[src/rtl/tmds_deserializer.sv]
// -----------------------------------------------------------------------------
// tmds_deserializer
//
// Purpose:
//   Recovers 10-bit TMDS words from a single serial lane clocked at 10x the
//   pixel rate. Bits arrive LSB first. A free-running 0..9 bit counter marks
//   word boundaries. An alignment FSM (SEARCH / VERIFY / LOCKED) uses the four
//   TMDS control tokens to find the word phase. While searching, it moves the
//   boundary one bit later (a "slip") after too many token-free words.
//
// Ports:
//   x_clk       in   bit clock, rising edge only
//   rst         in   synchronous, active-high reset
//   serial_in   in   serial TMDS bit, already synchronous to x_clk
//   data_out    out  [9:0] last assembled word, bit 0 = first bit received
//   data_valid  out  one-cycle strobe: data_out / is_ctrl / ctrl were updated
//   is_ctrl     out  data_out is one of the four control tokens
//   ctrl        out  [1:0] decoded {c1,c0} when is_ctrl, else 2'b00
//   locked      out  high while the FSM is in LOCKED
//   slip        out  one-cycle pulse, coincident with data_valid, when a slip
//                    was taken at the preceding boundary
// -----------------------------------------------------------------------------
module tmds_deserializer #(
  parameter int unsigned CTRL_RUN     = 4,
  parameter int unsigned MISS_LIMIT   = 16,
  parameter int unsigned LOCK_TIMEOUT = 1024
) (
  input  logic       x_clk,
  input  logic       rst,
  input  logic       serial_in,
  output logic [9:0] data_out,
  output logic       data_valid,
  output logic       is_ctrl,
  output logic [1:0] ctrl,
  output logic       locked,
  output logic       slip
);

  // Each counter is just wide enough to hold its limit, so it never wraps.
  localparam int unsigned RUN_W  = $clog2(CTRL_RUN + 1);
  localparam int unsigned MISS_W = $clog2(MISS_LIMIT + 1);
  localparam int unsigned TMO_W  = $clog2(LOCK_TIMEOUT + 1);

  localparam logic [RUN_W-1:0]  RUN_ZERO  = {RUN_W{1'b0}};
  localparam logic [RUN_W-1:0]  RUN_ONE   = RUN_W'(1);
  localparam logic [RUN_W-1:0]  RUN_LAST  = RUN_W'(CTRL_RUN);
  localparam logic [MISS_W-1:0] MISS_ZERO = {MISS_W{1'b0}};
  localparam logic [MISS_W-1:0] MISS_ONE  = MISS_W'(1);
  localparam logic [MISS_W-1:0] MISS_LAST = MISS_W'(MISS_LIMIT - 1);
  localparam logic [TMO_W-1:0]  TMO_ZERO  = {TMO_W{1'b0}};
  localparam logic [TMO_W-1:0]  TMO_ONE   = TMO_W'(1);
  localparam logic [TMO_W-1:0]  TMO_LAST  = TMO_W'(LOCK_TIMEOUT - 1);

  typedef enum logic [1:0] {
    ST_SEARCH = 2'd0,
    ST_VERIFY = 2'd1,
    ST_LOCKED = 2'd2
  } state_t;

  // Returns {is_token, c1, c0} for a received word.
  function automatic logic [2:0] decode_token(input logic [9:0] w);
    logic [2:0] r;
    case (w)
      10'h354: r = 3'b100;
      10'h0AB: r = 3'b101;
      10'h154: r = 3'b110;
      10'h2AB: r = 3'b111;
      default: r = 3'b000;
    endcase
    return r;
  endfunction

  // The conceptual 10-bit shift register drops its oldest bit before that bit
  // is ever used. The assembled word is always {serial_in, sr[9:1]}, so only
  // the nine most recent bits are stored. sr_q[8] holds the newest bit.
  logic [8:0]        sr_q,         sr_d;
  logic [3:0]        cnt_q,        cnt_d;
  logic              hold_q,       hold_d;
  state_t            state_q,      state_d;
  logic [RUN_W-1:0]  run_q,        run_d;
  logic [MISS_W-1:0] miss_q,       miss_d;
  logic [TMO_W-1:0]  tmo_q,        tmo_d;
  logic [9:0]        data_out_q,   data_out_d;
  logic              data_valid_q, data_valid_d;
  logic              is_ctrl_q,    is_ctrl_d;
  logic [1:0]        ctrl_q,       ctrl_d;
  logic              locked_q,     locked_d;
  logic              slip_q,       slip_d;

  logic [9:0]       word;
  logic [2:0]       tok;
  logic             boundary;
  logic             take_slip;
  logic [RUN_W-1:0] run_next;

  // Word assembly, token decode and boundary detection.
  always_comb begin
    word     = {serial_in, sr_q};
    tok      = decode_token(word);
    boundary = (cnt_q == 4'd9);
    sr_d     = word[9:1];
  end

  // Alignment FSM: decisions are made only on the word captured at a boundary.
  always_comb begin
    state_d   = state_q;
    run_d     = run_q;
    miss_d    = miss_q;
    tmo_d     = tmo_q;
    take_slip = 1'b0;
    run_next  = run_q + RUN_ONE;
    if (boundary) begin
      case (state_q)
        ST_SEARCH: begin
          if (tok[2]) begin
            run_d  = RUN_ONE;
            miss_d = MISS_ZERO;
            tmo_d  = TMO_ZERO;
            // A run length of one already satisfies the lock condition.
            if (RUN_ONE == RUN_LAST) begin
              state_d = ST_LOCKED;
            end else begin
              state_d = ST_VERIFY;
            end
          end else if (miss_q == MISS_LAST) begin
            miss_d    = MISS_ZERO;
            take_slip = 1'b1;
          end else begin
            miss_d = miss_q + MISS_ONE;
          end
        end
        ST_VERIFY: begin
          if (tok[2]) begin
            run_d = run_next;
            if (run_next == RUN_LAST) begin
              state_d = ST_LOCKED;
              tmo_d   = TMO_ZERO;
            end else begin
              state_d = ST_VERIFY;
            end
          end else begin
            // A broken run restarts the search at the current phase.
            state_d = ST_SEARCH;
            run_d   = RUN_ZERO;
            miss_d  = MISS_ZERO;
          end
        end
        ST_LOCKED: begin
          if (tok[2]) begin
            tmo_d = TMO_ZERO;
          end else if (tmo_q == TMO_LAST) begin
            state_d = ST_SEARCH;
            run_d   = RUN_ZERO;
            miss_d  = MISS_ZERO;
            tmo_d   = TMO_ZERO;
          end else begin
            tmo_d = tmo_q + TMO_ONE;
          end
        end
        default: begin
          state_d = ST_SEARCH;
          run_d   = RUN_ZERO;
          miss_d  = MISS_ZERO;
          tmo_d   = TMO_ZERO;
        end
      endcase
    end else begin
      state_d = state_q;
    end
  end

  // Bit counter. A slip holds the counter at 0 for one extra cycle, so the
  // next word period is 11 cycles and the boundary moves one bit later.
  always_comb begin
    hold_d = 1'b0;
    if (hold_q) begin
      cnt_d = 4'd0;
    end else if (boundary) begin
      cnt_d  = 4'd0;
      hold_d = take_slip;
    end else begin
      cnt_d = cnt_q + 4'd1;
    end
  end

  // Output register next-state: words and strobes update only at boundaries.
  always_comb begin
    data_valid_d = boundary;
    slip_d       = take_slip;
    locked_d     = (state_d == ST_LOCKED);
    if (boundary) begin
      data_out_d = word;
      is_ctrl_d  = tok[2];
      ctrl_d     = tok[1:0];
    end else begin
      data_out_d = data_out_q;
      is_ctrl_d  = is_ctrl_q;
      ctrl_d     = ctrl_q;
    end
  end

  // All state and output flops, with synchronous reset.
  always_ff @(posedge x_clk) begin
    if (rst) begin
      sr_q         <= 9'd0;
      cnt_q        <= 4'd0;
      hold_q       <= 1'b0;
      state_q      <= ST_SEARCH;
      run_q        <= RUN_ZERO;
      miss_q       <= MISS_ZERO;
      tmo_q        <= TMO_ZERO;
      data_out_q   <= 10'd0;
      data_valid_q <= 1'b0;
      is_ctrl_q    <= 1'b0;
      ctrl_q       <= 2'b00;
      locked_q     <= 1'b0;
      slip_q       <= 1'b0;
    end else begin
      sr_q         <= sr_d;
      cnt_q        <= cnt_d;
      hold_q       <= hold_d;
      state_q      <= state_d;
      run_q        <= run_d;
      miss_q       <= miss_d;
      tmo_q        <= tmo_d;
      data_out_q   <= data_out_d;
      data_valid_q <= data_valid_d;
      is_ctrl_q    <= is_ctrl_d;
      ctrl_q       <= ctrl_d;
      locked_q     <= locked_d;
      slip_q       <= slip_d;
    end
  end

  assign data_out   = data_out_q;
  assign data_valid = data_valid_q;
  assign is_ctrl    = is_ctrl_q;
  assign ctrl       = ctrl_q;
  assign locked     = locked_q;
  assign slip       = slip_q;

endmodule

[config.mk]
export PLATFORM = sky130hd
export DESIGN_NAME = tmds_deserializer
export DESIGN_NICKNAME = d
export VERILOG_FILES = /design/src/rtl/tmds_deserializer.sv
export SDC_FILE = /design/constraint.sdc
export NUM_CORES = 1
export LEC_CHECK = 0
export ABC_AREA = 1
export CORE_MARGIN = 2
export CORE_UTILIZATION = 43
export DETAILED_ROUTE_END_ITERATION = 7
export SLEW_MARGIN = 20
export SYNTH_ARGS = -nofsm -noshare
export SYNTH_HDL_FRONTEND = slang
export SYNTH_SLANG_ARGS = --single-unit
[constraint.sdc]
create_clock -name x_clk -period 3.65 [get_ports x_clk]
set_input_delay 0.73 -clock x_clk [delete_from_list [all_inputs] [get_ports x_clk]]
set_output_delay 0.73 -clock x_clk [all_outputs]
set_load 0.005 [all_outputs]
Yosys cells after proc, flatten, opt, wreduce, memory -nomap -nowiden

Index checks and enable logic that the tools add are counted.

Input port bits: 3
Register bits: 51
Output and inout port bits: 16

Eq/ne operators: 17
Muxes and demuxes: 29
$add $sub $neg: 4
Bitwise operators: 1
Reductions and logical operators: 6

Operators by type and width:

| cell                                                   | count |
|---|---|
| two-way mux 11 bit                                     | 5 |
| case mux 11 bit (3 select lines)                       | 1 |
| two-way mux 5 bit                                      | 5 |
| equality test 10 bit (second input constant)           | 2 |
| case mux 5 bit (3 select lines)                        | 1 |
| two-way mux 2 bit                                      | 6 |
| two-way mux 3 bit                                      | 4 |
| != test 2 bit (second input constant)                  | 6 |
| case mux 3 bit (4 select lines)                        | 1 |
| AND reduction 4 bit                                    | 3 |
| adder 11 x 1 -> 11 bit (second input constant)         | 1 |
| equality test 11 x 10 -> 1 bit (second input constant) | 1 |
| equality test 10 x 8 -> 1 bit (second input constant)  | 1 |
| equality test 10 x 9 -> 1 bit (second input constant)  | 1 |
| case mux 3 bit (3 select lines)                        | 1 |
| case mux 2 bit (3 select lines)                        | 1 |
| OR reduction 3 bit                                     | 2 |
| adder 5 x 1 -> 5 bit (second input constant)           | 1 |
| equality test 5 x 4 -> 1 bit (second input constant)   | 1 |
| adder 4 x 1 -> 4 bit (second input constant)           | 1 |
| equality test 2 bit (second input constant)            | 2 |
| equality test 4 bit (second input constant)            | 1 |
| two-way mux 1 bit                                      | 4 |
| adder 3 x 1 -> 3 bit (second input constant)           | 1 |
| 4 further kinds                                        | 4 |

Depth between registers and ports, before layout

Gate-level depths: netlist (run 1).

Depth after elaboration: 7
Depth in mapped cells: 12
Gate-level depth less buffers: 12

Worst setup path after synthesis (run 1)

OpenSTA, ideal clock, no wires.

Path type: register -> register
From: register tmo_q[0]
To: register miss_q[1]
Period minus slack after synthesis: 1499 ps
Arrival: 1383 ps
Cell stages (with the launch flop): 11
Library setup time: 116 ps
Slack: 2151 ps
Cell sequence: dfxtp_1 ha_1 nand3_1 inv_1 nand3_1 inv_2 nand3_1 nand2_1 nand3_1 a21oi_1 nor2_1

Cells in the longest elaborated chain, start to end: 3

RTL lines:

| what                                 | RTL line | source |
|---|---|---|
| start, declared                      | 82       | `logic [TMO_W-1:0] tmo_q, tmo_d;` |
| start signal, assigned               | 225      | `tmo_q <= tmo_d;` |
| equality test 11 x 10 -> 1 bit       | 151      | `end else if (tmo_q == TMO_LAST) begin` |
| != test 2 bit (no source line)       | -        |  |
| AND reduction 4 bit (no source line) | -        |  |
| end signal, assigned                 | 224      | `miss_q <= miss_d;` |
| end, declared                        | 81       | `logic [MISS_W-1:0] miss_q, miss_d;` |

Every way passes these cells.
A chain may end at the register's enable or synchronous reset.

==> results.txt, run 1 <==
die height: 77.3 um
pwr dens: 358 nW/um2
status: completed
Worst Path Required: 3900 ps
Peak VDD IR: 0.189 mV
Antenna Violating Nets Remaining: 0
final period utilization: 52.7%
Area contributors post-synth: dfxtp_1 44%, nand2_1 12%, nor2_1 8.0%, a21oi_1 5.6%, inv_1 5.5%
final hold violation count: 0
IO Pins: 19
Synth Cell Area: 2310 um2
Max Cap Violations: 0
CTS Buffer Depth: 2
initial antenna violation count: 0
Hold Crit Class: flop to flop
DR WL/cell: 11.2 um
sequential area share after synthesis: 44.2%
FMAX: 0.520 GHz
Slew Limit Fails: 0
CP Capture Type: flop
largest fanout on the critical path: 29
Worst slew margin: 61.9%
Die ar.: 5980 um2
Post-Route Skew: 7.08 ps
Post CTS Setup Buffer Count: 0
kind of critical path: input pin to flop
# port buffers: 18
routed vias: 1,962
Power, Total: 0.944 mW
core area: 5140 um2
CP arrival: 2170 ps
Yosys reg bits: 51
synthesized netlist cell count: 320
Initial Util: 45.0%
Mean Syn Cell Area: 7.22 um2
post-layout minimum cycle time: 1920 ps
Post-DP Area: 2540 um2
fin util: 51.4%
Final Setup Violations: 0
drt total wl: 4.58 mm
number of global-route vias before repair: 1,751
unrepaired setup endpoints after global routing: false
Final #Nets: 346
global-route wire length before repair: 7.99 mm
RePlAce Congestion: 0.781
setup_tns: 0 ps
DP HPWL: 3.23 mm
Setup crit start kind: input pin
worst slew pin tran: 571 ps
top-area cell type share of the netlist area: 44.2%
share of cells above drive strength 1: 7.40%
Synth Warn #: 0
# DRC: 0
PostCTS Resize Cnt: 0
Syn Nets: 329
number of distinct library cells after synthesis: 29
DR pass1 iterations: 4
Global Route Usage Sum: 16.6%
dpl ws: 1370 ps
largest net degree at the start of global routing: 32
post-synth top area cell: dfxtp_1
grt ovf: 0
H-tree lvl count: 2
Worst-Skew Late Latency: 300 ps
clock-pin slew of the registers on the worst-case setup and hold paths: 90 ps
Syn-to-layout area delta: 14.3%
Ant. Diodes: 0
Die W: 77.3 um
vias per cell: 4.81
CTS Hold Bufs: 0
Root Driver: clkbuf_8
fin worst setup slack: 1730 ps
Num CTS Buffers: 5
Iter 0 DRT Violations: 115
row cnt: 26
fin area: 2640 um2
CTS tree: built
clk sink count: 51
Leak: 1.04 nW
[critical path, stage by stage]
cell             delay, ps
clkdlybuf4s50_1        390
buf_4                  230
inv_1                  460
nand2_1                 90
o21bai_1               170
nor2_1                  90
[cells by family after synthesis]
group | count (synthesis) | share of synthesized area (%)
AO/OA/AOI/OAI | 47 | 10.4
XOR/XNOR | 7 | 2.65
flip-flops | 51 | 44.2
AND/OR/NAND/NOR | 163 | 31.2
adder cells (fa/ha/maj) | 6 | 3.25
buffers and inverters | 46 | 8.23
[routing by layer]
layer	wire length (um)	global-route usage (%)	vias to the layer above
li1	-	-	1042
met1	2310	22.2	885
met2	2040	26.0	28
met3	165	3.65	7
met4	61	6.61	0
met5	0	0	-
[through the flow]
step | hold slack [ps] | cells
after floorplan | 400 | 320
after global placement | 410 | 400
after detailed placement | 416 | 400
after CTS | 430 | 408
after global routing | 452 | 408
final | 426 | 408
[placed cells by master (no fill, tap or decap), types with 7 or more instances in the layout]
cell type / instances
nor2_1: 48
clkbuf_8: 7
nand2_1: 72
dfxtp_1: 51
clkdlybuf4s50_1: 18
a21oi_1: 26
inv_1: 34
nor3_1: 13
nand3_1: 15
o21ai_0: 17
[final timing paths]
| check | slack, ps | cells past startpoint | end | start |
|---|---|---|---|---|
| max | 1730 | 6 | tmo_q[10]$_SDFFE_PP0P_ | rst |
| min | 430 | 1 | hold_q$_SDFF_PP0_ | hold_q$_SDFF_PP0_ |
| max reg2reg | 1780 | 10 | miss_q[1]$_SDFFE_PP0P_ | tmo_q[0]$_SDFFE_PP0P_ |
| min reg2reg | 430 | 1 | hold_q$_SDFF_PP0_ | hold_q$_SDFF_PP0_ |
[cell type report]
type / instances / area (um2)
clock buffers: 8 / 100
fillers: 545 / 2500
inverters: 36 / 135
multi-input cells: 223 / 1100
flip-flops and latches: 51 / 1020
well taps: 70 / 87.6
repair buffers: 20 / 195
[power breakdown]
| group | leakage [nW] | internal (mW) | switching (mW) | total [mW] |
|---|---|---|---|---|
| combinational | 0.580 | 0.00829 | 0.0152 | 0.0235 |
| sequential | 0.412 | 0.561 | 0.00391 | 0.565 |
| clock | 0.0515 | 0.173 | 0.183 | 0.356 |
| total | 1.04 | 0.743 | 0.202 | 0.944 |
[flip-flops by register name, indices dropped and copies added (netlist names)]
register and count:
sr_q 9, is_ctrl 1, run_q 3, data_valid 1, state_q 2, hold_q 1
data_out 10, ctrl 2, miss_q 5, cnt_q 4, slip 1, tmo_q 11
locked 1
[synthesized netlist by cell type (all sizes together)]
library cell and count:
a21oi 26, a31oi 1, buf 6, clkbuf 4, dfxtp 51, ha 6, inv 36, nand2 75
nand3 18, nand4 1, nor2 54, nor3 14, o21ai 18, o21bai 1, o31ai 1, or2 1
xnor2 3, xor2 4
Power figures use the tool's default switching activity.
==> run 2, diff against run 1 <==
==> constraint.sdc (replaced) <==
create_clock -name x_clk -period 1.8 [get_ports x_clk]
set_input_delay 0.36 -clock x_clk [delete_from_list [all_inputs] [get_ports x_clk]]
set_output_delay 0.36 -clock x_clk [all_outputs]
set_load 0.005 [all_outputs]
==> run 2 against run 1 <==
Net effect:
- worst hold slack better by 6.4 ps
- clock-buffer cell count down 2
- non-clock buffer count rose by 2
- die area is the same
- core utilization increased by 0.58 points
- via count grew 0.66%
- critical path type is now flop to flop
==> results.txt, run 2 (synthesized netlist as in run 1, its figures left out) <==
most frequent cells in the layout: 72 x nand2_1, 49 x dfxtp_1, 48 x nor2_1
Final Setup Violations: 0
DR WL/cell: 10.9 um
Die ar.: 5980 um2
number of global-route vias before repair: 1,802
Post CTS Setup Buffer Count: 0
IO Pins: 19
Initial Util: 45.0%
Ant. Diodes: 0
# DRC: 0
Global Route Usage Sum: 16.3%
Final Non-Filler Cells: 410
clk sink count: 51
commonest non-fill, non-tap cell in the layout: nand2_1
core area: 5140 um2
Worst slew margin: 62.8%
drt total wl: 4.46 mm
Cells after DPL: 402
share of cells above drive strength 1: 9.41%
largest net degree at the start of global routing: 29
post-layout minimum cycle time: 1640 ps
Leak: 1.05 nW
FMAX: 0.608 GHz
Num CTS Buffers: 5
worst slew pin tran: 557 ps
final hold violation count: 0
Sequential Area: 1020 um2
CP arrival: 1840 ps
Antenna Violating Nets Remaining: 0
H-tree lvl count: 2
pwr dens: 700 nW/um2
largest fanout on the critical path: 4
Hold WS: 433 ps
FILL cells: 551
Setup crit start kind: flop
kind of critical path: flop to flop
final period utilization: 91.4%
CTS Buffer Depth: 2
row cnt: 26
routed vias: 1,975
DP HPWL: 3.19 mm
global-route wire length before repair: 7.87 mm
Hold Crit Class: flop to flop
Root Driver: clkbuf_8
max reg flops: 11
CTS tree: built
Iter 0 DRT Violations: 110
status: completed
Die W: 77.3 um
Top reg by flops: tmo_q
die height: 77.3 um
grt ovf: 0
vias per cell: 4.82
Slew Limit Fails: 0
Final #Nets: 348
Worst-Skew Late Latency: 310 ps
clock-pin slew of the registers on the worst-case setup and hold paths: 100 ps
Post-Route Skew: 10.2 ps
# port buffers: 18
Multi-input gate area: 1130 um2
CP Capture Type: flop
Syn-to-layout area delta: 15.6%
initial antenna violation count: 0
Max Cap Violations: 0
Worst Path Required: 1990 ps
RePlAce Congestion: 0.787
Peak VDD IR: 0.455 mV
DR pass1 iterations: 4
==> run 2: layout make-up <==
| class | count | share of cell area, % |
|---|---|---|
| multi-input cells | 223 | 42.2 |
| flip-flops and latches | 51 | 38.3 |
| repair buffers | 22 | 7.87 |
| inverters | 36 | 5.06 |
| well taps | 70 | 3.28 |
| clock buffers | 6 | 2.72 |
| clock inverters | 2 | 0.609 |
==> run 2: timing repair <==
| item | in CTS | in global routing |
|---|---|---|
| hold buffers | 0 | 0 |
| setup endpoints to repair | 0 | 9 |
| resized for setup | 0 | 7 |
==> run 2: where the power goes <==
part	internal, mW	switching, mW	leakage (nW)
sequential	1.14	0.00850	0.413
combinational	0.0169	0.0306	0.595
clock	0.280	0.395	0.0418
total	1.43	0.435	1.05
==> run 2: critical path, stage by stage (launching register included) <==
cell	delay, ps
dfxtp_1	360
ha_1	180
nand3_1	140
inv_1	130
nand3_2	110
inv_2	100
nand3_1	70
nand2_1	130
nand2_1	70
nand2_1	90
nand2_1	50
nand2_1	50
nor2_1	40
==> run 2: worst paths after layout <==
check	endpoint	slack, ps	cells past startpoint	from
worst max-delay path	locked$_SDFF_PP0_	160	12	tmo_q[1]$_SDFFE_PP0P_
worst min-delay path	hold_q$_SDFF_PP0_	430	1	hold_q$_SDFF_PP0_
worst max register to register	locked$_SDFF_PP0_	160	12	tmo_q[1]$_SDFFE_PP0P_
worst min register to register	hold_q$_SDFF_PP0_	430	1	hold_q$_SDFF_PP0_
==> run 2: through the flow <==
| step | TNS, ps | utilization [%] | power (mW) | setup WS, ps | instance area (um2) |
|---|---|---|---|---|---|
| 5_1_grt | -5.90 | 52.0 | 1.95 | -5.90 | 2670 |
| 6_report | 0 | 52.0 | 1.87 | 156 | 2670 |
| 2_1_floorplan | 0 | - | 1.20 | 301 | 2310 |
| 4_1_cts | 0 | 51.5 | 1.90 | 65.0 | 2650 |
| 3_5_place_dp | 0 | 49.7 | 1.22 | 86.6 | 2560 |
| 3_3_place_gp | 0 | 49.7 | 1.22 | 137 | 2560 |
==> run 2: layer usage <==
metal / wire length (um) / part of all wire, % / up-vias / GRT usage (%)
li1: - / - / 1044 / -
met1: 2160 / 48 / 899 / 21.2
met2: 2110 / 47 / 27 / 26.0
met3: 134 / 3.0 / 5 / 3.88
met4: 55 / 1.2 / 0 / 6.07
met5: 0 / 0 / - / 0
